`src/rtl/screen_pkg.sv`:
```
// Shared constants and state encoding for the full-screen draw controller.
package screen_pkg;

  typedef enum logic [2:0] {
    ST_IDLE      = 3'd0,
    ST_DRAW_MAP  = 3'd1,
    ST_DRAW_WIN  = 3'd2,
    ST_DRAW_LOSE = 3'd3,
    ST_CLEAR     = 3'd4,
    ST_FINISH    = 3'd5
  } state_t;

  localparam int unsigned PIPE_LAT_DEFAULT = 2;
  localparam int unsigned WDOG_MAX_DEFAULT = 20000;

  localparam int unsigned SCREEN_W = 160;
  localparam int unsigned SCREEN_H = 120;

  localparam int X_W      = 8;
  localparam int Y_W      = 7;
  localparam int COLOUR_W = 9;

endpackage

```
`src/rtl/screen_draw_controller_if.sv`:
```
// VGA adapter write port driven by the draw controller.
interface screen_draw_controller_if
  import screen_pkg::*;
();
  logic [X_W-1:0]      x;
  logic [Y_W-1:0]      y;
  logic [COLOUR_W-1:0] colour;
  logic                plot;

  modport master (output x, output y, output colour, output plot);
  modport slave  (input x, input y, input colour, input plot);
endinterface

```
`src/rtl/pixel_src_mux.sv`:
```
// Selects the pixel stream of the drawer owned by the current state; zero otherwise.
module pixel_src_mux
  import screen_pkg::*;
(
  input  state_t              sel,
  input  logic [X_W-1:0]      map_x,
  input  logic [Y_W-1:0]      map_y,
  input  logic [COLOUR_W-1:0] map_colour,
  input  logic [X_W-1:0]      win_x,
  input  logic [Y_W-1:0]      win_y,
  input  logic [COLOUR_W-1:0] win_colour,
  input  logic [X_W-1:0]      lose_x,
  input  logic [Y_W-1:0]      lose_y,
  input  logic [COLOUR_W-1:0] lose_colour,
  output logic [X_W-1:0]      x,
  output logic [Y_W-1:0]      y,
  output logic [COLOUR_W-1:0] colour
);

  always_comb begin
    x      = '0;
    y      = '0;
    colour = '0;
    case (sel)
      ST_DRAW_MAP: begin
        x      = map_x;
        y      = map_y;
        colour = map_colour;
      end
      ST_DRAW_WIN: begin
        x      = win_x;
        y      = win_y;
        colour = win_colour;
      end
      ST_DRAW_LOSE: begin
        x      = lose_x;
        y      = lose_y;
        colour = lose_colour;
      end
      default: ;
    endcase
  end

endmodule

```
`src/rtl/screen_draw_controller.sv`:
```
// Sequences map/win/lose full-screen drawers onto one VGA write port, with a
// per-draw watchdog and a one-cycle drawer clear after every screen.
module screen_draw_controller
  import screen_pkg::*;
#(
  parameter int unsigned PIPE_LAT = PIPE_LAT_DEFAULT,
  parameter int unsigned WDOG_MAX = WDOG_MAX_DEFAULT
) (
  input  logic                clk,
  input  logic                resetn,
  input  logic                start_map,
  input  logic                game_won,
  input  logic                game_lost,
  input  logic                map_done,
  input  logic                win_done,
  input  logic                lose_done,
  input  logic [X_W-1:0]      map_x,
  input  logic [Y_W-1:0]      map_y,
  input  logic [COLOUR_W-1:0] map_colour,
  input  logic [X_W-1:0]      win_x,
  input  logic [Y_W-1:0]      win_y,
  input  logic [COLOUR_W-1:0] win_colour,
  input  logic [X_W-1:0]      lose_x,
  input  logic [Y_W-1:0]      lose_y,
  input  logic [COLOUR_W-1:0] lose_colour,
  output logic                map_enable,
  output logic                win_enable,
  output logic                lose_enable,
  output logic                drawer_resetn,
  output logic                busy,
  output logic                screen_done,
  output logic                timeout_err,
  screen_draw_controller_if.master vga
);

  localparam logic [15:0] PIPE_LIM = 16'(PIPE_LAT);
  localparam logic [15:0] WDOG_LIM = 16'(WDOG_MAX);

  state_t              state_reg;
  logic [15:0]         cnt_reg;
  logic [15:0]         cnt_inc;
  logic                plot_arm_reg;
  logic                timeout_reg;
  logic                sel_done;
  logic [X_W-1:0]      mux_x;
  logic [Y_W-1:0]      mux_y;
  logic [COLOUR_W-1:0] mux_colour;

  assign cnt_inc = (cnt_reg == 16'hFFFF) ? cnt_reg : cnt_reg + 16'd1;

  always_comb begin
    sel_done = 1'b0;
    case (state_reg)
      ST_DRAW_MAP:  sel_done = map_done;
      ST_DRAW_WIN:  sel_done = win_done;
      ST_DRAW_LOSE: sel_done = lose_done;
      default:      sel_done = 1'b0;
    endcase
  end

  // plot_arm_reg holds "in DRAW_* with counter past the pipeline latency" for the
  // current cycle, computed one edge early; the live done flag then masks it.
  always_ff @(posedge clk or negedge resetn) begin
    if (!resetn) begin
      state_reg    <= ST_IDLE;
      cnt_reg      <= '0;
      plot_arm_reg <= 1'b0;
      timeout_reg  <= 1'b0;
    end else begin
      case (state_reg)
        ST_IDLE: begin
          plot_arm_reg <= 1'b0;
          if (game_won || game_lost || start_map) begin
            cnt_reg      <= '0;
            timeout_reg  <= 1'b0;
            plot_arm_reg <= (PIPE_LIM == 16'd0);
            if (game_won)
              state_reg <= ST_DRAW_WIN;
            else if (game_lost)
              state_reg <= ST_DRAW_LOSE;
            else
              state_reg <= ST_DRAW_MAP;
          end
        end
        ST_DRAW_MAP, ST_DRAW_WIN, ST_DRAW_LOSE: begin
          if (sel_done) begin
            state_reg    <= ST_CLEAR;
            plot_arm_reg <= 1'b0;
          end else if (cnt_reg >= WDOG_LIM) begin
            state_reg    <= ST_CLEAR;
            plot_arm_reg <= 1'b0;
            timeout_reg  <= 1'b1;
          end else begin
            cnt_reg      <= cnt_inc;
            plot_arm_reg <= (cnt_inc >= PIPE_LIM);
          end
        end
        ST_CLEAR: begin
          state_reg    <= ST_FINISH;
          plot_arm_reg <= 1'b0;
        end
        ST_FINISH: begin
          state_reg    <= ST_IDLE;
          plot_arm_reg <= 1'b0;
        end
        default: begin
          state_reg    <= ST_IDLE;
          plot_arm_reg <= 1'b0;
        end
      endcase
    end
  end

  assign map_enable    = (state_reg == ST_DRAW_MAP);
  assign win_enable    = (state_reg == ST_DRAW_WIN);
  assign lose_enable   = (state_reg == ST_DRAW_LOSE);
  assign busy          = (state_reg != ST_IDLE);
  assign screen_done   = (state_reg == ST_FINISH);
  assign timeout_err   = timeout_reg;
  // Gated with resetn so a reset in the middle of a draw clears the drawers at once.
  assign drawer_resetn = resetn & (state_reg != ST_CLEAR);

  pixel_src_mux u_pixel_src_mux (
    .sel         (state_reg),
    .map_x       (map_x),
    .map_y       (map_y),
    .map_colour  (map_colour),
    .win_x       (win_x),
    .win_y       (win_y),
    .win_colour  (win_colour),
    .lose_x      (lose_x),
    .lose_y      (lose_y),
    .lose_colour (lose_colour),
    .x           (mux_x),
    .y           (mux_y),
    .colour      (mux_colour)
  );

  assign vga.x      = mux_x;
  assign vga.y      = mux_y;
  assign vga.colour = mux_colour;
  assign vga.plot   = plot_arm_reg & ~sel_done;

endmodule

```
`src/flat_wrapper.sv`:
```
// flat-port wrapper written by rule: the top's interface ports become plain ports
module screen_draw_controller_flat import screen_pkg::*;
#(
  parameter int unsigned PIPE_LAT = PIPE_LAT_DEFAULT,
  parameter int unsigned WDOG_MAX = WDOG_MAX_DEFAULT
)
  (clk, resetn, start_map, game_won, game_lost, map_done, win_done, lose_done, map_x, map_y, map_colour, win_x, win_y, win_colour, lose_x, lose_y, lose_colour, map_enable, win_enable, lose_enable, drawer_resetn, busy, screen_done, timeout_err, vga_x, vga_y, vga_colour, vga_plot);
  screen_draw_controller_if vga_i ();
  input  logic clk;
  input  logic resetn;
  input  logic start_map;
  input  logic game_won;
  input  logic game_lost;
  input  logic map_done;
  input  logic win_done;
  input  logic lose_done;
  input  logic [X_W-1:0] map_x;
  input  logic [Y_W-1:0] map_y;
  input  logic [COLOUR_W-1:0] map_colour;
  input  logic [X_W-1:0] win_x;
  input  logic [Y_W-1:0] win_y;
  input  logic [COLOUR_W-1:0] win_colour;
  input  logic [X_W-1:0] lose_x;
  input  logic [Y_W-1:0] lose_y;
  input  logic [COLOUR_W-1:0] lose_colour;
  output logic map_enable;
  output logic win_enable;
  output logic lose_enable;
  output logic drawer_resetn;
  output logic busy;
  output logic screen_done;
  output logic timeout_err;
  output wire logic [$bits(vga_i.x)-1:0] vga_x;
  output wire logic [$bits(vga_i.y)-1:0] vga_y;
  output wire logic [$bits(vga_i.colour)-1:0] vga_colour;
  output wire logic [$bits(vga_i.plot)-1:0] vga_plot;
  assign vga_x = vga_i.x;
  assign vga_y = vga_i.y;
  assign vga_colour = vga_i.colour;
  assign vga_plot = vga_i.plot;
  screen_draw_controller #(.PIPE_LAT(PIPE_LAT), .WDOG_MAX(WDOG_MAX)) u_core (.clk(clk), .resetn(resetn), .start_map(start_map), .game_won(game_won), .game_lost(game_lost), .map_done(map_done), .win_done(win_done), .lose_done(lose_done), .map_x(map_x), .map_y(map_y), .map_colour(map_colour), .win_x(win_x), .win_y(win_y), .win_colour(win_colour), .lose_x(lose_x), .lose_y(lose_y), .lose_colour(lose_colour), .map_enable(map_enable), .win_enable(win_enable), .lose_enable(lose_enable), .drawer_resetn(drawer_resetn), .busy(busy), .screen_done(screen_done), .timeout_err(timeout_err), .vga(vga_i));
endmodule
```
`config.mk`:
```
export PLATFORM = sky130hd
export DESIGN_NAME = screen_draw_controller_flat
export DESIGN_NICKNAME = d
export VERILOG_FILES = /design/src/rtl/screen_pkg.sv /design/src/rtl/screen_draw_controller_if.sv /design/src/rtl/pixel_src_mux.sv /design/src/rtl/screen_draw_controller.sv /design/src/flat_wrapper.sv
export SDC_FILE = /design/constraint.sdc
export NUM_CORES = 1
export LEC_CHECK = 0
export CORE_MARGIN = 5
export CORE_UTILIZATION = 27
export CTS_CLUSTER_DIAMETER = 30
export DETAILED_ROUTE_END_ITERATION = 10
export DONT_BUFFER_PORTS = 1
export GPL_TIMING_DRIVEN = 0
export HOLD_SLACK_MARGIN = 0.15
export PLACE_DENSITY = 0.43
export SLEW_MARGIN = 40
export SYNTH_ARGS = -nofsm -noshare
export SYNTH_HDL_FRONTEND = slang
export SYNTH_HIERARCHICAL = 1
export SYNTH_SLANG_ARGS = --single-unit
```
`constraint.sdc`:
```
create_clock -name clk -period 6.65 [get_ports clk]
set_input_delay 1.995 -clock clk [delete_from_list [all_inputs] [get_ports clk]]
set_output_delay 1.995 -clock clk [all_outputs]
set_load 0.02 [all_outputs]
```
==> qor.csv <==
metric;value;unit
largest_reg_flops;16;
min_period;4730;ps
synth_seq_cells;21;
pwr_density_cell;396;nW/µm²
maxCapViolations;0;
rsz0062_at_grt;false;
avgRoutedWirePerCell;18.2;µm
slowest_delay;680;ps
internal-power;445;µW
io_pins;112;
min_from;u_core/cnt_reg[13]$_DFFE_PN0P_;
ys_seq_area_share;22.3;%
hpwl;5590;µm
finalNetCount;359;
min_path_type;register to register;
grt_pass1_wl;10600;µm
hold_viol_final;0;
crit_arrival;2730;ps
cp_num_buf_inv;0;
num_vias;2118;
cp_top_family;compound AO/OA/AOI/OAI gates;
portBuffers;0;
drive_gt1_share;24.6;%
clock_latency;260;ps
path_clk_slew;80;ps
core-area;8590;µm²
async_flop_share;100;%
grt_pass1_vias;2050;
routabilityCongestion;0.811;
ys_warn_count;6;
overflow;0;
die_w;103;µm
die_y;103;µm
tightest_slew;770;ps
ctsHoldBuffers;0;
switchingPower;562;µW
synth_cell_types;48;
clockPowerShare;8.7;%
synth_area_per_cell;8.65;µm²
n_antenna_cell;0;
clockBufferDepth;2;
relSlewSlack;48.3;%
placementRows;34;
synth-edff-count;0;
cts_tree;built;
fmax;211;MHz
outcome;finished clean;
final_max_slew_viol_count;0;
syn_to_final_growth;7.92;%
combPwrFrac;74.8;%
finalSetupTns;0;ps
grt_max_degree;23;
p_sw_share;55.8;%
finalClockSkew;1.50;ps
cp_cell_sequence;mux2i_1, a211oi_1;
finalCritPeriodShare;71.1;%
fillers;935;
whs;630;ps
crit_required;4660;ps
grt_usage;12.6;%
ir_drop;0.145;mV
wirelength;6980;µm
cp.depth;2;
cts_root_buf;clkbuf_8;
ff2ff_path_depth;7;
dieArea;10700;µm²
final_core_util;29.6;%
antenna_found_initial;0;
numClockSinks;21;
cts_buffers;3;
crit_type;input pin to primary output;
critPathLaunch;lose_x[5];
rr_startpoint;u_core/state_reg[0]$_DFFE_PN0P_;
crit_fanout;1;
holdPathStages;2;
synthesis.area;2350;µm²
htreeDepth;1;
endpoint_kind;primary output;
ys.flop_type;dfrtp_1;
critPathSlowestCell;a211oi_1;
drt_iter0_markers;46;
drt-vias-per-instance;5.52;
start_kind;input pin;
finalSetupViolCount;0;
first_pass_iters;4;
cellLeakagePower;0.000881;µW
synthesis.nets;354;
p_seq_share;16.5;%
cts_resized;0;
post_cts_buffers;0;
drc;0;
ant_nets;0;
initial_core_util;27.4;%
syn_inst;272;
power groups by stage:
stage / combinational (µW) / sequential, µW / clock, µW
2_1_floorplan: 654 / 162 / 0
3_3_place_gp: 763 / 170 / 0
3_5_place_dp: 764 / 170 / 0
4_1_cts: 765 / 167 / 93.1
5_1_grt: 820 / 172 / 98.8
6_report: 753 / 167 / 87.4
cell families after synthesis:
logic type,Yosys count,synth area share (%)
AOI/OAI and AO/OA,101,35.6
xor gates and xnor gates,6,2.23
adders and majority gates,2,1.06
buffers and inverters,35,9.30
DFF,21,22.3
muxes,27,11.5
and+or+nand+nor,80,17.9
final timing paths:
| path | slack [ps] | to |
|---|---|---|
| max | 1920 | vga_x[5] |
| max reg2reg | 4190 | u_core/cnt_reg[11]$_DFFE_PN0P_ |
| max in group asynchronous | 5160 | u_core/state_reg[1]$_DFFE_PN0P_ |
| min | 630 | u_core/cnt_reg[13]$_DFFE_PN0P_ |
| min in group asynchronous | 1420 | u_core/cnt_reg[11]$_DFFE_PN0P_ |
| min reg2reg | 630 | u_core/cnt_reg[13]$_DFFE_PN0P_ |
final cells by class:
cell class	count	area [µm²]	area share, %
multi-input combinational	216	1610	63.5
sequential	21	526	20.7
buffer	27	189	7.44
tap	108	135	5.32
clock buffer	3	41.3	1.63
inverter	8	30.0	1.18
clock inverter	1	5.00	0.197
cell usage after synthesis (5+ instances only):
| master | instances | share of area, % |
|---|---|---|
| nor3_1 | 7 | 1.5 |
| a21oi_1 | 22 | 4.7 |
| nor2_1 | 15 | 2.4 |
| mux2i_1 | 26 | 11 |
| a21oi_2 | 20 | 7.4 |
| nand3_1 | 7 | 1.5 |
| nand4_1 | 6 | 1.6 |
| dfrtp_1 | 21 | 22 |
| a211oi_1 | 5 | 1.6 |
| nand2_1 | 20 | 3.2 |
| a211oi_2 | 20 | 11 |
| clkbuf_1 | 8 | 1.3 |
| o21ai_0 | 14 | 3.0 |
| buf_2 | 10 | 2.1 |
| inv_1 | 8 | 1.3 |
metrics by stage:
stage	std cells	power [µW]	cell area (µm²)	worst slack, ps
final	384	1010	2540	1920
after global routing	384	1090	2540	1890
after CTS	384	1030	2530	1900
after detailed placement	380	935	2490	1900
after global placement	380	933	2490	1910
after floorplan	272	816	2350	2030
layer usage:
layer  up-vias  wire (µm)  global-route usage (%)
li1       1036          -                       -
met1       985       2550                    14.0
met2        93       3590                    23.7
met3         4        767                    2.41
met4         0         65                    4.08
met5         -          0                       0
worst min-delay path, cell delays in order (launching register included):
cell and delay [ps]:
dfrtp_1 420, inv_1 100, o2bb2ai_1 70
placed cells by master (no fill, tap or decap), types with 5 or more instances in the layout:
| cell | n |
|---|---|
| nand4_1 | 6 |
| nor2_1 | 15 |
| nand3_1 | 7 |
| a211oi_2 | 20 |
| o21ai_0 | 14 |
| clkbuf_1 | 8 |
| nand2_1 | 20 |
| mux2i_1 | 26 |
| buf_2 | 10 |
| inv_1 | 8 |
| nor3_1 | 6 |
| a21oi_1 | 22 |
| a211oi_1 | 5 |
| a21oi_2 | 20 |
| dfrtp_1 | 21 |
(Power assumes the default switching activity.)
